--- config.mk ---
export PLATFORM = sky130hd
export DESIGN_NAME = vga_frame_scanner
export DESIGN_NICKNAME = d
export VERILOG_FILES = /design/src/rtl/vga_frame_scanner.sv
export SDC_FILE = /design/constraint.sdc
export NUM_CORES = 1
export LEC_CHECK = 0
export CAP_MARGIN = 10
export CELL_PAD_IN_SITES_DETAIL_PLACEMENT = 1
export CELL_PAD_IN_SITES_GLOBAL_PLACEMENT = 2
export CORE_ASPECT_RATIO = 0.9
export CORE_MARGIN = 4
export CORE_UTILIZATION = 27
export CTS_CLUSTER_DIAMETER = 30
export DETAILED_ROUTE_END_ITERATION = 8
export GPL_TIMING_DRIVEN = 1
export HOLD_SLACK_MARGIN = 0.12
export PLACE_DENSITY_LB_ADDON = 0.08
export SYNTH_ARGS = -nofsm -noshare
export SYNTH_HDL_FRONTEND = slang
export SYNTH_SLANG_ARGS = --single-unit
--- constraint.sdc ---
create_clock -name clk -period 2.5 [get_ports clk]
set_input_delay 0.5 -clock clk [delete_from_list [all_inputs] [get_ports clk]]
set_output_delay 0.5 -clock clk [all_outputs]
set_load 0.05 [all_outputs]
--- src/rtl/vga_frame_scanner.sv ---
// VGA raster timing generator that streams the pixel buffer out in raster order.
// Sync and blank are delayed to line up with the buffer's read latency.
module vga_frame_scanner #(
  parameter int unsigned H_ACTIVE = 640,
  parameter int unsigned H_FP     = 16,
  parameter int unsigned H_SYNC   = 96,
  parameter int unsigned H_BP     = 48,
  parameter int unsigned V_ACTIVE = 480,
  parameter int unsigned V_FP     = 10,
  parameter int unsigned V_SYNC   = 2,
  parameter int unsigned V_BP     = 33,
  parameter int unsigned ADDR_W   = 19,
  parameter int unsigned RD_LAT   = 2
) (
  input  logic              clk,
  input  logic              reset,
  input  logic              enable,
  output logic              rd_en,
  output logic [ADDR_W-1:0] rd_addr,
  input  logic [23:0]       rd_data,
  output logic [7:0]        VGA_R,
  output logic [7:0]        VGA_G,
  output logic [7:0]        VGA_B,
  output logic              VGA_HS,
  output logic              VGA_VS,
  output logic              VGA_BLANK_N,
  output logic              frame_done
);

  localparam int unsigned H_TOTAL = H_ACTIVE + H_FP + H_SYNC + H_BP;
  localparam int unsigned V_TOTAL = V_ACTIVE + V_FP + V_SYNC + V_BP;
  localparam int unsigned HW = $clog2(H_TOTAL + 1);
  localparam int unsigned VW = $clog2(V_TOTAL + 1);

  localparam logic [HW-1:0] H_LAST = HW'(H_TOTAL - 1);
  localparam logic [HW-1:0] H_ACT  = HW'(H_ACTIVE);
  localparam logic [HW-1:0] H_SS   = HW'(H_ACTIVE + H_FP);
  localparam logic [HW-1:0] H_SE   = HW'(H_ACTIVE + H_FP + H_SYNC);
  localparam logic [VW-1:0] V_LAST = VW'(V_TOTAL - 1);
  localparam logic [VW-1:0] V_ACT  = VW'(V_ACTIVE);
  localparam logic [VW-1:0] V_SS   = VW'(V_ACTIVE + V_FP);
  localparam logic [VW-1:0] V_SE   = VW'(V_ACTIVE + V_FP + V_SYNC);

  localparam logic [1:0] ST_IDLE  = 2'd0;
  localparam logic [1:0] ST_RUN   = 2'd1;
  localparam logic [1:0] ST_DRAIN = 2'd2;

  logic [1:0]        state_q, state_d;
  logic [HW-1:0]     h_cnt_q, h_cnt_d;
  logic [VW-1:0]     v_cnt_q, v_cnt_d;
  logic [ADDR_W-1:0] addr_q, addr_d;
  logic [RD_LAT-1:0] hs_pipe_q, vs_pipe_q, act_pipe_q;
  logic              scanning, h_end, frame_end, hs_raw, vs_raw, act_raw;

  assign scanning  = (state_q == ST_RUN) || (state_q == ST_DRAIN);
  assign h_end     = (h_cnt_q == H_LAST);
  assign frame_end = scanning && h_end && (v_cnt_q == V_LAST);
  assign act_raw   = scanning && (h_cnt_q < H_ACT) && (v_cnt_q < V_ACT);
  assign hs_raw    = !((h_cnt_q >= H_SS) && (h_cnt_q < H_SE));
  assign vs_raw    = !((v_cnt_q >= V_SS) && (v_cnt_q < V_SE));

  always_comb begin
    state_d = state_q;
    h_cnt_d = h_cnt_q;
    v_cnt_d = v_cnt_q;
    addr_d  = addr_q;
    case (state_q)
      ST_IDLE:  if (enable) state_d = ST_RUN;
      ST_RUN:   if (!enable) state_d = ST_DRAIN;
      ST_DRAIN: state_d = ST_DRAIN;
      default:  state_d = ST_IDLE;
    endcase
    if (scanning) begin
      // The frame boundary decides run/idle, so a frame is never cut short.
      if (frame_end) begin
        state_d = enable ? ST_RUN : ST_IDLE;
        h_cnt_d = '0;
        v_cnt_d = '0;
        addr_d  = '0;
      end else begin
        if (h_end) begin
          h_cnt_d = '0;
          v_cnt_d = v_cnt_q + 1'b1;
        end else begin
          h_cnt_d = h_cnt_q + 1'b1;
        end
        if (act_raw) addr_d = addr_q + 1'b1;
      end
    end
  end

  always_ff @(posedge clk) begin
    if (!reset) begin
      state_q    <= ST_IDLE;
      h_cnt_q    <= '0;
      v_cnt_q    <= '0;
      addr_q     <= '0;
      hs_pipe_q  <= '1;
      vs_pipe_q  <= '1;
      act_pipe_q <= '0;
    end else begin
      state_q       <= state_d;
      h_cnt_q       <= h_cnt_d;
      v_cnt_q       <= v_cnt_d;
      addr_q        <= addr_d;
      hs_pipe_q[0]  <= hs_raw;
      vs_pipe_q[0]  <= vs_raw;
      act_pipe_q[0] <= act_raw;
      for (int unsigned i = 1; i < RD_LAT; i++) begin
        hs_pipe_q[i]  <= hs_pipe_q[i-1];
        vs_pipe_q[i]  <= vs_pipe_q[i-1];
        act_pipe_q[i] <= act_pipe_q[i-1];
      end
    end
  end

  assign rd_en       = act_raw;
  assign rd_addr     = addr_q;
  assign frame_done  = frame_end;
  assign VGA_HS      = hs_pipe_q[RD_LAT-1];
  assign VGA_VS      = vs_pipe_q[RD_LAT-1];
  assign VGA_BLANK_N = act_pipe_q[RD_LAT-1];
  assign VGA_R       = VGA_BLANK_N ? rd_data[23:16] : 8'd0;
  assign VGA_G       = VGA_BLANK_N ? rd_data[15:8]  : 8'd0;
  assign VGA_B       = VGA_BLANK_N ? rd_data[7:0]   : 8'd0;

endmodule
# Word level (Yosys, flattened, before mapping)
# Index checks and enable logic that the tools add are counted.
totals:
  regBits: 47
  in_bits: 27
  out_inout_bits: 48
  elab_cells: 49
op_classes:
  n_addsub: 3
  order_cmp: 6
  eq_ne: 4
  n_mux: 15
  n_reduce_logical: 14
op_table:
  columns: ["cell", "n"]
  rows:
  - ["2-to-1 mux 10 bit", 4]
  - ["2-to-1 mux 19 bit", 2]
  - ["2-to-1 mux 8 bit", 3]
  - ["adder 10 x 1 -> 10 bit (second input constant)", 2]
  - ["equality test 10 bit (second input constant)", 2]
  - ["less-than comparator 10 bit (second input constant)", 2]
  - ["less-than comparator 10 x 9 -> 1 bit (second input constant)", 2]
  - ["adder 19 x 1 -> 19 bit (second input constant)", 1]
  - ["greater-or-equal comparator 10 bit (second input constant)", 1]
  - ["greater-or-equal comparator 10 x 9 -> 1 bit (second input constant)", 1]
  - ["2-to-1 mux 2 bit", 4]
  - ["logical AND 1 bit", 6]
  - ["case mux 2 bit (3 select lines)", 1]
  - ["AND reduction 2 bit", 2]
  - ["nonzero test 2 bit", 2]
  - ["equality test 2 x 1 -> 1 bit (second input constant)", 1]
  - ["equality test 2 bit (second input constant)", 1]
  - ["zero test 1 bit", 2]
  - ["zero test 2 bit", 1]
  - ["logical OR 1 bit", 1]
  - ["2-to-1 mux 1 bit", 1]

# Logic depth before layout (Yosys ltp)
depth:
  ltp_word: 6
  mapped_depth: 9
  depth_no_buf: 7

# Worst setup path after synthesis
# OpenSTA, ideal clock, no wires.
synth_path:
  path_type: "flip-flop to output port"
  startpoint: "register state_q[0]"
  endpoint: "output frame_done"
  arrival_time_ps: 2140
  required_ps: 2000
  path_slack_ps: -140
  stages_incl_launch_ff: 9
  path_buffers: 3
  path_cell_list: "dfxtp_1 -> inv_1 -> ha_1 -> buf_4 -> and4_1 -> buf_4 -> nand4_2 -> buf_2 -> nor2_1"
synth_via:
  elab_chain_len: 4
synth_rtl:
  columns: ["element", "line", "text"]
  rows:
  - ["start, declared", "48", "logic [1:0] state_q, state_d;"]
  - ["start signal, assigned", "102", "state_q <= state_d;"]
  - ["equality test 2 x 1 -> 1 bit or equality test 2 bit (tied branches)", "55", "assign scanning = (state_q == ST_RUN) || (state_q == ST_DRAIN);"]
  - ["logical OR 1 bit (*)", "55", null]
  - ["net scanning", "53", "logic scanning, h_end, frame_end, hs_raw, vs_raw, act_raw;"]
  - ["logical AND 1 bit (*) (2 in a row)", "57", "assign frame_end = scanning && h_end && (v_cnt_q == V_LAST);"]
  - ["end, declared", "27", "output logic frame_done"]
# Mark *: on every way through the listed nets, which the timed path passes. The rest lies on a longest branch.

# Final worst setup path
# Ends and elaborated chain as after synthesis.

==> results.toml <==
[outcome]
status = "completed"

[detailed_routing]
routedWlPerCell_um = 15.0
first_iter_violations = 59
routed_wirelength_um = 7210
drc = 0
via_per_inst = 4.91
ant_nets = 0
via_count = 2364
drt_pass1_iterations = 4

[synthesis]
synth_cell_type_count = 37
synth.top_cell.area_share_pct = 38.6
synth.most_common_cell = "dfxtp_1"
syn-cell-area_um2 = 2430
yosys-top-cells-count = "dfxtp_1 (47), and2_1 (25), a21oi_1 (23)"
yosysTopAreaCell = "dfxtp_1"
synthArstFlopShare_pct = 0
synth.area.top_cells = "dfxtp_1 (39%), and2_1 (6.4%), a21oi_1 (4.7%)"
ys_seq_area_share_pct = 38.6
avgSynthCellArea_um2 = 8.51
syn_inst = 286
synth_edf_count = 0
ys.warnings.count = 0
synth-seq-cells = 47
syn-num-nets = 322
synthFlopType = "dfxtp_1"

[critical_path]
cp.arrival_ns = 1.86
cp-end-kind = "primary output"
ff2ff_setup_slack_ns = 0.30
critical-path-top-delay-family = "simple AND/OR/NAND/NOR gates"
path_max_fanout = 6
max_stage_delay_ns = 0.38
regToRegEndpoint = "v_cnt_q[5]$_SDFFE_PN0P_"
cp_cell_sequence = "inv_1, ha_1, and4_4, nand4_4, nor2_4, buf_12"
r2r_cells = 7
cp_num_buf_inv = 2
critPathLaunchType = "flop"
reg2reg_from = "state_q[0]$_SDFF_PN0_"
worstSetupPathType = "flop to primary output"
setup.worst_path.end = "frame_done"
crit_path_start = "state_q[0]$_SDFF_PN0_"
cp.depth = 6
cp_data_required_time_ns = 2.00
slowest_stage = "dfxtp_2"

[floorplan]
die_width_um = 108
io_pins = 75
rows = 32
start_util_pct = 28.0
die_area_um2 = 10600
die_height_um = 98.1
coreArea_um2 = 8690

[grt]
grt_pass1_wl_um = 11700
gr-total-overflow = 0
grt_max_degree = 31
track_usage_pct = 13.7
antenna_found_initial = 0
grt_pass1_vias = 2217

[power]
power.leakage_nw = 1.25
power_density_nw_per_um2 = 495
p_total_mw = 1.72
vdd_ir_drop_max_uv = 362

[worst_hold_path]
hp-class = "flop to flop"

[cells_and_area]
drive_gt1_share_pct = 14.4
fill_cells = 1031
areaGrowthSynthToFinish_pct = 42.7
antenna-diode-count = 0
final_util_pct = 40.0
multi_input_area_um2 = 1420
seq_area_um2 = 943
final_nets = 397

[sta]
tightest_slew_ns = 0.514
setup_viol = 0
slew_viol_final = 0
rsz0062_at_grt = "no"
period_minus_slack_ns = 2.36
setup_tns_ns = 0
finalHoldViolations = 0
fmax_mhz = 424
slew_headroom_pct = 65.7
period_share_pct = 94.3
fin_worst_skew_ns = 0.00715

[cts]
cts_buffers = 5
h-tree-depth = 2
cts_tree = "built"
clk_latency_ns = 0.30
cts-root-buf = "clkbuf_8"
clock_path_buffers = 2
cts_sinks = 47
clk_transition_reported_paths_ns = 0.08

[place]
dp_hpwl_um = 5490
numPortBuffers = 74
place_congestion = 0.720

[job]
drv_cap = 0
state kept, by name, summed over array words and instances, names as in the netlist:
signal	flops
rd_addr	19
v_cnt_q	10
hs_pipe_q	2
h_cnt_q	10
vs_pipe_q	2
act_pipe_q	2
state_q	2
how the worst min path moves through the flow:
stage	startpoint	endpoint	slack, ns	cells after the start
after detailed placement	hs_pipe_q[0]$_SDFF_PN1_	hs_pipe_q[1]$_SDFF_PN1_	0.40	1
after global placement	hs_pipe_q[0]$_SDFF_PN1_	hs_pipe_q[1]$_SDFF_PN1_	0.39	1
after floorplan	hs_pipe_q[0]$_SDFF_PN1_	hs_pipe_q[1]$_SDFF_PN1_	0.39	1
after CTS	hs_pipe_q[0]$_SDFF_PN1_	hs_pipe_q[1]$_SDFF_PN1_	0.43	1
final	hs_pipe_q[0]$_SDFF_PN1_	hs_pipe_q[1]$_SDFF_PN1_	0.42	1
after global routing	hs_pipe_q[0]$_SDFF_PN1_	hs_pipe_q[1]$_SDFF_PN1_	0.44	1
metal layers:
metal	share of wire [%]	global-route usage, %	vias to the layer above
met5	0	0	-
met3	7.6	3.70	7
li1	-	-	1174
met4	1.1	3.20	0
met2	41	20.1	71
met1	51	19.9	1112
area by class of cell:
class / count / area share [%]
Multi-Input combinational cell: 215 / 40.8
Sequential cell: 47 / 27.2
Timing Repair Buffer: 81 / 24.2
Tap cell: 119 / 4.29
Clock buffer: 7 / 2.20
Inverter: 11 / 1.19
Clock inverter: 1 / 0.144
worst reg2reg max path: stages, from the launching register on:
cell and delay, ns:
dfxtp_2 0.38, inv_1 0.07, ha_1 0.34, and4_4 0.29, nand4_4 0.17, buf_4 0.23
or4_1 0.52, a21oi_1 0.15
stage by stage:
stage	instance area (um2)	hold slack [ns]	instances	setup WS, ns
6_report	3470	0.418	481	0.141
5_1_grt	3470	0.442	481	0.0435
4_1_cts	3460	0.426	480	0.00618
3_3_place_gp	3350	0.392	472	0.235
2_1_floorplan	2440	0.386	286	0.0824
3_5_place_dp	3350	0.402	472	0.158
logic make-up (layout without fill, tap and decap cells):
family	count (synthesis)	count (layout)	synth area share, %
AND/OR/NAND/NOR	138	138	33.6
XOR/XNOR	15	15	5.40
buffers and inverters	24	100	4.52
adder cells (fa/ha/maj)	9	9	4.62
multiplexers	2	2	0.822
AO/OA/AOI/OAI	51	51	12.4
flip-flops	47	47	38.6
layout by cell type, fill, tap and decap left out, drive strengths merged, types with 2 or more instances in the layout:
cell type / synthesis / layout
clkdlybuf4s50: 0 / 48
dfxtp: 47 / 47
buf: 10 / 33
and2: 25 / 25
a21oi: 24 / 24
nor2: 22 / 22
nand4: 16 / 16
nand2: 16 / 16
nand3: 13 / 13
or4: 13 / 13
o31ai: 12 / 12
or3: 12 / 12
o21ai: 12 / 12
inv: 11 / 11
ha: 9 / 9
xor2: 8 / 8
xnor2: 7 / 7
clkbuf: 3 / 7
nor3: 5 / 5
and3: 5 / 5
and4b: 3 / 3
mux2i: 2 / 2
nand2b: 2 / 2
and4: 2 / 2
power breakdown:
part           total (mW)  switching [mW]  internal (mW)
Combinational       0.458           0.266          0.192
Clock               0.453           0.256          0.197
Sequential          0.809          0.0314          0.777
what timing repair did:
item,in CTS,in global routing
pin swaps,0,1
hold buffers,0,0
endpoints found under the setup margin,2,2
resized for setup,4,5
gates cloned,0,0
buffers inserted,0,1
(Power assumes the default switching activity.)
